## src/rtl/instr_encoder_pkg.sv

```systemverilog
// Shared RV32I encoder types: instruction formats, opcode constants, immediate ranges,
// and the field-override bundle produced by the immediate packer.
package instr_encoder_pkg;

  typedef enum logic [2:0] {
    FMT_R = 3'd0,
    FMT_I = 3'd1,
    FMT_S = 3'd2,
    FMT_B = 3'd3,
    FMT_U = 3'd4,
    FMT_J = 3'd5
  } instr_fmt_t;

  localparam logic [6:0] OPCODE_LUI    = 7'b0110111;
  localparam logic [6:0] OPCODE_AUIPC  = 7'b0010111;
  localparam logic [6:0] OPCODE_JAL    = 7'b1101111;
  localparam logic [6:0] OPCODE_JALR   = 7'b1100111;
  localparam logic [6:0] OPCODE_BRANCH = 7'b1100011;
  localparam logic [6:0] OPCODE_LOAD   = 7'b0000011;
  localparam logic [6:0] OPCODE_STORE  = 7'b0100011;
  localparam logic [6:0] OPCODE_OP_IMM = 7'b0010011;
  localparam logic [6:0] OPCODE_OP     = 7'b0110011;

  localparam int IMM_I_MIN = -2048;
  localparam int IMM_I_MAX = 2047;
  localparam int IMM_B_MIN = -4096;
  localparam int IMM_B_MAX = 4094;
  localparam int IMM_J_MIN = -1048576;
  localparam int IMM_J_MAX = 1048574;

  localparam int IMM_I_SIGN_LSB = 11;
  localparam int IMM_B_SIGN_LSB = 12;
  localparam int IMM_J_SIGN_LSB = 20;

  typedef struct packed {
    logic       ov_31_25;
    logic [6:0] f31_25;
    logic       ov_24_20;
    logic [4:0] f24_20;
    logic       ov_19_12;
    logic [7:0] f19_12;
    logic       ov_11_7;
    logic [4:0] f11_7;
  } imm_fields_t;

  // True when every bit from lsb upward is a copy of the sign bit.
  function automatic logic sign_extends_from(input logic [31:0] v, input int lsb);
    logic [31:0] s;
    s = 32'($signed(v) >>> lsb);
    return (s == '0) || (s == '1);
  endfunction

endpackage

```

## src/rtl/instr_encoder_if.sv

```systemverilog
// Field-bundle input stream and encoded-word output stream of the instruction encoder.
interface instr_encoder_if import instr_encoder_pkg::*; #(
  parameter int ADDR_W = 10
);

  logic              in_valid;
  logic              in_ready;
  instr_fmt_t        fmt;
  logic [6:0]        opcode;
  logic [4:0]        rd_addr;
  logic [4:0]        rs1_addr;
  logic [4:0]        rs2_addr;
  logic [2:0]        funct3;
  logic [6:0]        funct7;
  logic [31:0]       imm;
  logic              out_valid;
  logic              out_ready;
  logic [31:0]       instruction;
  logic [ADDR_W-1:0] word_addr;
  logic              err;
  logic [15:0]       count;

  modport master (
    output in_valid, fmt, opcode, rd_addr, rs1_addr, rs2_addr, funct3, funct7, imm,
    output out_ready,
    input  in_ready, out_valid, instruction, word_addr, err, count
  );

  modport slave (
    input  in_valid, fmt, opcode, rd_addr, rs1_addr, rs2_addr, funct3, funct7, imm,
    input  out_ready,
    output in_ready, out_valid, instruction, word_addr, err, count
  );

endinterface

```

## src/rtl/instr_encoder_imm_pack.sv

```systemverilog
// Scatters the immediate into the instruction bit slots its format uses and
// reports whether the immediate is representable in that format.
module instr_encoder_imm_pack import instr_encoder_pkg::*; (
  input  instr_fmt_t  fmt,
  input  logic [31:0] imm,
  output imm_fields_t fields,
  output logic        legal
);

  always_comb begin
    fields = '0;
    legal  = 1'b0;
    case (fmt)
      FMT_R: begin
        legal = 1'b1;
      end
      FMT_I: begin
        fields.ov_31_25 = 1'b1;
        fields.f31_25   = imm[11:5];
        fields.ov_24_20 = 1'b1;
        fields.f24_20   = imm[4:0];
        legal           = sign_extends_from(imm, IMM_I_SIGN_LSB);
      end
      FMT_S: begin
        fields.ov_31_25 = 1'b1;
        fields.f31_25   = imm[11:5];
        fields.ov_11_7  = 1'b1;
        fields.f11_7    = imm[4:0];
        legal           = sign_extends_from(imm, IMM_I_SIGN_LSB);
      end
      FMT_B: begin
        fields.ov_31_25 = 1'b1;
        fields.f31_25   = {imm[12], imm[10:5]};
        fields.ov_11_7  = 1'b1;
        fields.f11_7    = {imm[4:1], imm[11]};
        legal           = sign_extends_from(imm, IMM_B_SIGN_LSB) && !imm[0];
      end
      FMT_U: begin
        fields.ov_31_25 = 1'b1;
        fields.f31_25   = imm[31:25];
        fields.ov_24_20 = 1'b1;
        fields.f24_20   = imm[24:20];
        fields.ov_19_12 = 1'b1;
        fields.f19_12   = imm[19:12];
        legal           = (imm[11:0] == 12'd0);
      end
      // J scrambles imm[20|10:1|11|19:12] across the whole upper 20 bits.
      FMT_J: begin
        fields.ov_31_25 = 1'b1;
        fields.f31_25   = {imm[20], imm[10:5]};
        fields.ov_24_20 = 1'b1;
        fields.f24_20   = {imm[4:1], imm[11]};
        fields.ov_19_12 = 1'b1;
        fields.f19_12   = imm[19:12];
        legal           = sign_extends_from(imm, IMM_J_SIGN_LSB) && !imm[0];
      end
      default: begin
        legal = 1'b0;
      end
    endcase
  end

endmodule

```

## src/rtl/instr_encoder.sv

```systemverilog
// RV32I instruction encoder: packs field bundles into 32-bit words, tags each with a
// sequential instruction-memory word address, and flags out-of-range immediates.
module instr_encoder import instr_encoder_pkg::*; #(
  parameter int ADDR_W      = 10,
  parameter int BASE_ADDR   = 0,
  parameter bit HALT_ON_ERR = 1'b1
) (
  input  logic            clk,
  input  logic            rst,
  input  logic            restart,
  instr_encoder_if.slave  bus
);

  localparam logic [ADDR_W-1:0] BASE = ADDR_W'(BASE_ADDR);

  localparam logic [0:0] ST_RUN  = 1'b0;
  localparam logic [0:0] ST_HALT = 1'b1;

  logic [0:0]        state_q;
  logic              out_valid_q;
  logic [31:0]       instruction_q;
  logic [ADDR_W-1:0] word_addr_q;
  logic              err_q;
  logic [15:0]       count_q;

  imm_fields_t fields;
  logic        legal;
  logic [31:0] word;
  logic        accept;
  logic        emit;

  instr_encoder_imm_pack u_imm_pack (
    .fmt    (bus.fmt),
    .imm    (bus.imm),
    .fields (fields),
    .legal  (legal)
  );

  // Each slot takes the immediate bits when the format claims it, else the register/funct field.
  assign word = {
    fields.ov_31_25 ? fields.f31_25 : bus.funct7,
    fields.ov_24_20 ? fields.f24_20 : bus.rs2_addr,
    fields.ov_19_12 ? fields.f19_12 : {bus.rs1_addr, bus.funct3},
    fields.ov_11_7  ? fields.f11_7  : bus.rd_addr,
    bus.opcode
  };

  assign bus.in_ready = (state_q == ST_RUN) && (!out_valid_q || bus.out_ready);
  assign accept       = bus.in_valid && bus.in_ready;
  assign emit         = out_valid_q && bus.out_ready;

  // Output register, address counter, emit count and halt state. An emit and a legal
  // accept in the same cycle replace the word while advancing the address once.
  always_ff @(posedge clk or posedge rst) begin
    if (rst) begin
      state_q       <= ST_RUN;
      out_valid_q   <= 1'b0;
      instruction_q <= '0;
      word_addr_q   <= BASE;
      err_q         <= 1'b0;
      count_q       <= '0;
    end else if (restart) begin
      state_q     <= ST_RUN;
      out_valid_q <= 1'b0;
      word_addr_q <= BASE;
      err_q       <= 1'b0;
      count_q     <= '0;
    end else begin
      if (emit) begin
        out_valid_q <= 1'b0;
        word_addr_q <= word_addr_q + 1'b1;
        if (count_q != 16'hFFFF) begin
          count_q <= count_q + 16'd1;
        end
      end
      if (accept) begin
        if (legal) begin
          out_valid_q   <= 1'b1;
          instruction_q <= word;
        end else begin
          err_q <= 1'b1;
          if (HALT_ON_ERR) begin
            state_q <= ST_HALT;
          end
        end
      end
    end
  end

  assign bus.out_valid   = out_valid_q;
  assign bus.instruction = instruction_q;
  assign bus.word_addr   = word_addr_q;
  assign bus.err         = err_q;
  assign bus.count       = count_q;

endmodule

```

## src/flat_wrapper.sv

```systemverilog
// flat-port wrapper written by rule: the top's interface ports become plain ports
module instr_encoder_flat import instr_encoder_pkg::*;
#(
  parameter int ADDR_W      = 10,
  parameter int BASE_ADDR   = 0,
  parameter bit HALT_ON_ERR = 1'b1
)
  (clk, rst, restart, bus_in_valid, bus_fmt, bus_opcode, bus_rd_addr, bus_rs1_addr, bus_rs2_addr, bus_funct3, bus_funct7, bus_imm, bus_out_ready, bus_in_ready, bus_out_valid, bus_instruction, bus_word_addr, bus_err, bus_count);
  instr_encoder_if #(.ADDR_W(ADDR_W)) bus_i ();
  input  logic clk;
  input  logic rst;
  input  logic restart;
  input wire logic [$bits(bus_i.in_valid)-1:0] bus_in_valid;
  input wire logic [$bits(bus_i.fmt)-1:0] bus_fmt;
  input wire logic [$bits(bus_i.opcode)-1:0] bus_opcode;
  input wire logic [$bits(bus_i.rd_addr)-1:0] bus_rd_addr;
  input wire logic [$bits(bus_i.rs1_addr)-1:0] bus_rs1_addr;
  input wire logic [$bits(bus_i.rs2_addr)-1:0] bus_rs2_addr;
  input wire logic [$bits(bus_i.funct3)-1:0] bus_funct3;
  input wire logic [$bits(bus_i.funct7)-1:0] bus_funct7;
  input wire logic [$bits(bus_i.imm)-1:0] bus_imm;
  input wire logic [$bits(bus_i.out_ready)-1:0] bus_out_ready;
  output wire logic [$bits(bus_i.in_ready)-1:0] bus_in_ready;
  output wire logic [$bits(bus_i.out_valid)-1:0] bus_out_valid;
  output wire logic [$bits(bus_i.instruction)-1:0] bus_instruction;
  output wire logic [$bits(bus_i.word_addr)-1:0] bus_word_addr;
  output wire logic [$bits(bus_i.err)-1:0] bus_err;
  output wire logic [$bits(bus_i.count)-1:0] bus_count;
  assign bus_i.in_valid = bus_in_valid;
  assign bus_i.fmt = bus_fmt;
  assign bus_i.opcode = bus_opcode;
  assign bus_i.rd_addr = bus_rd_addr;
  assign bus_i.rs1_addr = bus_rs1_addr;
  assign bus_i.rs2_addr = bus_rs2_addr;
  assign bus_i.funct3 = bus_funct3;
  assign bus_i.funct7 = bus_funct7;
  assign bus_i.imm = bus_imm;
  assign bus_i.out_ready = bus_out_ready;
  assign bus_in_ready = bus_i.in_ready;
  assign bus_out_valid = bus_i.out_valid;
  assign bus_instruction = bus_i.instruction;
  assign bus_word_addr = bus_i.word_addr;
  assign bus_err = bus_i.err;
  assign bus_count = bus_i.count;
  instr_encoder #(.ADDR_W(ADDR_W), .BASE_ADDR(BASE_ADDR), .HALT_ON_ERR(HALT_ON_ERR)) u_core (.clk(clk), .rst(rst), .restart(restart), .bus(bus_i));
endmodule
```

## config.mk

```make
export PLATFORM = sky130hd
export DESIGN_NAME = instr_encoder_flat
export DESIGN_NICKNAME = d
export VERILOG_FILES = /design/src/rtl/instr_encoder_pkg.sv /design/src/rtl/instr_encoder_if.sv /design/src/rtl/instr_encoder_imm_pack.sv /design/src/rtl/instr_encoder.sv /design/src/flat_wrapper.sv
export SDC_FILE = /design/constraint.sdc
export NUM_CORES = 1
export LEC_CHECK = 0
export BUFFER_PORTS_ARGS = -buffer_cell sky130_fd_sc_hd__clkbuf_2
export CORE_MARGIN = 5
export CORE_UTILIZATION = 45
export DETAILED_ROUTE_END_ITERATION = 12
export GPL_TIMING_DRIVEN = 0
export PLACE_DENSITY = 0.74
export SETUP_SLACK_MARGIN = 0.02
export SYNTH_ARGS = -nofsm -noshare
export SYNTH_HDL_FRONTEND = slang
export SYNTH_SLANG_ARGS = --single-unit
```

## constraint.sdc

```tcl
create_clock -name clk -period 2.4 [get_ports clk]
set_input_delay 0.48 -clock clk [delete_from_list [all_inputs] [get_ports clk]]
set_output_delay 0.48 -clock clk [all_outputs]
set_load 0.01 [all_outputs]
```

# --- After elaboration in Yosys (flattened, before gate mapping) ---
# Index checks and enable logic that the tools add are counted.
word_totals:
  inputBits: 72
  mem_bits_rw: 0
  memories: 0
  rom_bits: 0
  register_bits: 60
  latchBits: 0
  output_inout_bits: 61
op_classes:
  reduce_logical: 24
  magnitude_cmp: 0
  n_bitwise: 2
  eq_ne: 10
  mux: 21
  mul: 0
  div: 0
  addsub: 2
  n_shift: 0
op_table:
  columns: ["cell", "count"]
  rows:
  - ["$eq A32 B32 Y1 const B", 3]
  - ["$logic_not A32 Y1", 3]
  - ["$mux W16", 3]
  - ["$pmux W8 S4", 1]
  - ["$mux W10", 2]
  - ["$pmux W6 S3", 1]
  - ["$add A16 B1 Y16 const B", 1]
  - ["$ne A16 B16 Y1 const B", 1]
  - ["$logic_not A12 Y1", 1]
  - ["$pmux W6 S2", 1]
  - ["$add A10 B1 Y10 const B", 1]
  - ["$mux W5", 2]
  - ["$mux W9", 1]
  - ["$mux W8", 1]
  - ["$mux W1", 7]
  - ["$mux W7", 1]
  - ["$eq A3 B2 Y1 const B", 2]
  - ["$eq A3 B3 Y1 const B", 2]
  - ["$reduce_bool A2 Y1", 3]
  - ["$logic_and A1 B1 Y1", 5]
  - ["$pmux W1 S5", 1]
  - ["$logic_or A1 B1 Y1", 4]
  - ["$reduce_and A2 Y1", 2]
  - ["$reduce_or A2 Y1", 2]
  - ["6 further kinds", 8]

# --- Logic depth before layout (Yosys ltp) ---
logic_depth:
  ltp_word: 7
  mapped_depth: 9
  mapped_depth_nobuf: 6

# --- Cells and area by module ---
# Synthesis repeated with hierarchy kept, for this count alone.
hier_totals:
  cells_unflattened: 381
  area_unflattened_um2: 3604.7
by_module_without_submodules:
  columns: ["module", "cells_each", "n_inst", "area_each_um2", "seq_area_each_um2"]
  rows:
  - ["instr_encoder", 288, 1, 3030.4, 1501.4]
  - ["instr_encoder_imm_pack", 93, 1, 574.3, 0.0]

# --- Worst setup path after synthesis ---
# Ideal clock, no wire load.
synth_path:
  path_kind: "in2reg"
  start: "input port bus_imm[18]"
  end: "register u_core.instruction_q[0], in the netlist u_core.bus.instruction[0]"
  arrival_time_ns: 2.047
  n_path_buf: 1
  slack_ns: 0.227
  required_ns: 2.275
  setup_ns: 0.125
  path_stages: 7
  path_cell_list: "or4_1 -> nor2_1 -> nand3b_1 -> a211oi_2 -> o21ai_2 -> buf_6 -> mux2_4"
synth_between:
  elab_chain_cells: 5
  word_cells_on_any_way: 9
  classes_between: "eq/ne (2); mux (1); reduce/logical (6)"
synth_lines:
  columns: ["element", "line", "rtl"]
  rows:
  - ["start, declared", "flat_wrapper.sv:21", "input wire logic [$bits(bus_i.imm)-1:0] bus_imm;"]
  - ["$eq A32 B32 Y1 / $logic_not A32 Y1 (equally long branches)", "instr_encoder_pkg.sv:50", "return (s == '0) || (s == '1);"]
  - ["$logic_or A1 B1 Y1", "instr_encoder_pkg.sv:50", null]
  - ["$logic_and A1 B1 Y1", "instr_encoder_imm_pack.sv:36", "legal = sign_extends_from(imm, IMM_B_SIGN_LSB) && !imm[0];"]
  - ["$pmux W1 S5 *", "instr_encoder_imm_pack.sv:13", "case (fmt)"]
  - ["$reduce_and A3 Y1 (no line) *", null, null]
  - ["end signal, assigned", "instr_encoder.sv:79", "instruction_q <= word;"]
  - ["end, declared", "instr_encoder.sv:21", "logic [31:0] instruction_q;"]
# Every way passes the cells marked *; elsewhere a longest branch is shown, timed or not.
# A chain may end at the register's enable or synchronous reset.

# --- Worst setup path in the final report ---
layout_path:
  start: "input port bus_imm[18]"
  end: "register u_core.instruction_q[11], in the netlist u_core.bus.instruction[11]"
# The elaborated chain is that of the path after synthesis.

==> impl_metrics.ini <==
[outcome]
status = completed

[cts]
cts_made_buffers = 9
clk_pin_slew_ns = 0.07
cts.repair.resized = 0
cts_tree = yes
clkLatencyLatePin_ns = 0.33
htreeDepth = 3
ctsHoldBuffers = 0
clock_sinks = 60
cts_root_buf = clkbuf_8
cts_setup_buffers = 0
clockBufferDepth = 2

[yosys]
yosysWarnings = 0
avgSynthCellArea_um2 = 10.4
synth-seq-cells = 60
synthArstFlopShare = 1.00
syn_inst = 335
synth_seq_area_share = 0.432
synthFlopType = dfrtp_1
synth_edf_count = 0
synthesis.nets = 409
synth_area_um2 = 3470
synth.distinct_cells = 41

[drt]
wl_per_cell_um = 15.6
dr.pass1.iters = 4
drt_iter0_markers = 81
drc = 0
vias_per_cell = 5.26
drt-total-wl_mm = 9.13
vias = 3080
antenna_left = 0

[sta]
finalHoldViolations = 0
setup-tns-final_ns = 0
rsz0062_at_grt = false
setup_slack_ns = 0.322
slew_violations = 0
worst_pin_slew_ns = 0.595
slew_headroom = 0.603
finalSetupViolations = 0
fin_crit_sh = 0.866
fin_crit_ns = 2.08
fin_skew_ns = 0.00949
clock.fmax_mhz = 481

[global_routing]
grt_pass1_vias = 3158
antenna_found_initial = 0
grtUsageTotal = 0.193
grt_overflow = 0
grt_pass1_wl_mm = 15.2
grt_max_degree = 40

[hold_path]
hp-class = in -> async

[worst_setup_path]
worstPathArrival_ns = 2.29
cp_slowest_cell = or4_1
cp_max_fo = 10
end_kind = register
crit_chain = clkbuf_2 -> or4_1 -> nor2_1 -> a22oi_1 -> o211ai_1 -> o21ai_2 -> buf_6 -> mux2_4
cp.required_ns = 2.61
path_class = in -> reg
start_kind = input port
r2r_slack_ns = 0.47
max_stage_delay_ns = 0.52

[power]
power.switching_mw = 0.815
vdd_drop_max_mv = 0.329
leakagePower_nw = 2.27
p_int_mw = 2.08
p_per_area_nw_per_um2 = 647
clock_power_share = 0.326
power.share.switching = 0.281
seq_power_share = 0.434
pwr-share-comb = 0.240

[floorplan]
die_y_um = 97.8
num_io_pins = 133
rows = 32
coreArea_um2 = 7610
die_w_um = 97.8
die_area_um2 = 9570
initial_utilization = 0.456

[cells_and_area]
nets = 552
layout-drive-gt1-share = 0.431
area_growth_pct = 29.0
instances_no_fill = 585
num_antenna_cells = 0

[placed_design]
dp_slack_ns = -0.0499
io_buffer_count = 131
place_congestion = 0.815
dp.cells = 569
hpwl_mm = 7.22

[job]
maxCapViolCount = 0
## cell usage in the layout, fill, tap and decap left out, types with 2 or more instances in the layout
cell / n
buf_6: 3
nor2_1: 38
o211ai_1: 2
nor3_1: 4
clkbuf_2: 131
buf_2: 3
nor4_1: 9
mux2_2: 22
a22oi_1: 5
clkbuf_8: 11
dfrtp_1: 60
and4_1: 3
nand4_1: 12
xor2_1: 14
inv_1: 3
nand2_1: 31
and3_1: 7
buf_1: 2
clkinv_2: 2
ha_1: 2
a21oi_1: 13
mux2i_1: 8
or4_1: 2
nand3_1: 8
xnor2_1: 7
mux2_4: 29
o21ai_0: 18
nand2b_1: 2
clkbuf_1: 9
or3_1: 5
## Yosys cell counts, drive strengths merged (3+ instances only)
master	instances	area share
dfrtp	60	0.43
a22oi	5	0.011
mux2	51	0.20
and4	3	0.0076
nor3	4	0.0058
xnor2	7	0.018
inv	4	0.0043
xor2	14	0.035
o21ai	20	0.030
buf	8	0.016
a21oi	13	0.019
or3	5	0.0090
nor4	9	0.016
nand2	31	0.034
and3	7	0.013
clkbuf	8	0.0086
nor2	38	0.041
nand4	12	0.022
mux2i	8	0.023
nand3	8	0.012
## per-layer routing
layer	vias up	routed length, um	track usage
met4	0	81	0.0437
met1	1494	3930	0.232
met5	-	0	0
li1	1490	-	-
met3	8	602	0.0686
met2	88	4520	0.332
## sequential cells by signal (all words and copies together), names as in the netlist
register,flops
u_core.bus.out_valid,1
u_core.bus.instruction,32
u_core.bus.count,16
u_core.bus.err,1
u_core.bus.word_addr,10
## cells by family after synthesis
kind of cell               count (synthesis)  share of synthesized area
AOI/OAI and AO/OA                         48                     0.0840
xor gates and xnor gates                  21                     0.0530
adders and majority gates                  2                    0.00721
buffers and inverters                     20                     0.0292
DFF                                       60                      0.432
muxes                                     59                      0.220
and+or+nand+nor                          125                      0.174
## power by group through the flow
stage          sequential, mW  combinational, mW  clock (mW)
3_5_place_dp             1.27              0.707           0
2_1_floorplan            1.33              0.337           0
5_1_grt                  1.28              0.755        1.01
6_report                 1.26              0.696       0.944
4_1_cts                  1.26              0.708       0.969
3_3_place_gp             1.27              0.688           0
## metrics by stage
| stage | total power [mW] | hold WS, ns | area, um^2 | util |
|---|---|---|---|---|
| after global placement | 1.96 | 0.494 | 4260 | 0.559 |
| after global routing | 3.04 | 0.163 | 4480 | 0.589 |
| after detailed placement | 1.98 | 0.496 | 4280 | 0.562 |
| after floorplan | 1.67 | 0.550 | 3470 | - |
| final | 2.90 | 0.148 | 4480 | 0.589 |
| after CTS | 2.94 | 0.143 | 4480 | 0.589 |
## worst max-delay path: cells and delay by family
family | cells | cell delay, ns
buffers and inverters | 2 | 0.29
AOI/OAI and AO/OA | 3 | 0.52
muxes | 1 | 0.31
and+or+nand+nor | 2 | 0.69
## final cells by class
cell class | count | area, um^2
Buffer | 16 | 86.3
Clock buffer | 12 | 155
Clock inverter | 4 | 47.5
Fill cell | 676 | 3130
Inverter | 4 | 15.0
Multi-Input combinational cell | 255 | 1870
Sequential cell | 60 | 1500
Tap cell | 102 | 128
Timing Repair Buffer | 132 | 676
## final timing paths
path / start / to / cells after the start
max in group asynchronous: rst / u_core.bus.instruction[17] / 3
max: bus_imm[18] / u_core.bus.instruction[11] / 8
min: rst / u_core.bus.word_addr[5] / 2
max reg2reg: u_core.bus.count[2] / u_core.bus.count[7] / 6
min in group clk: bus_opcode[6] / u_core.bus.instruction[6] / 2
min reg2reg: u_core.bus.instruction[27] / u_core.bus.instruction[27] / 1
No activity file was read; power rests on OpenSTA's default activity.
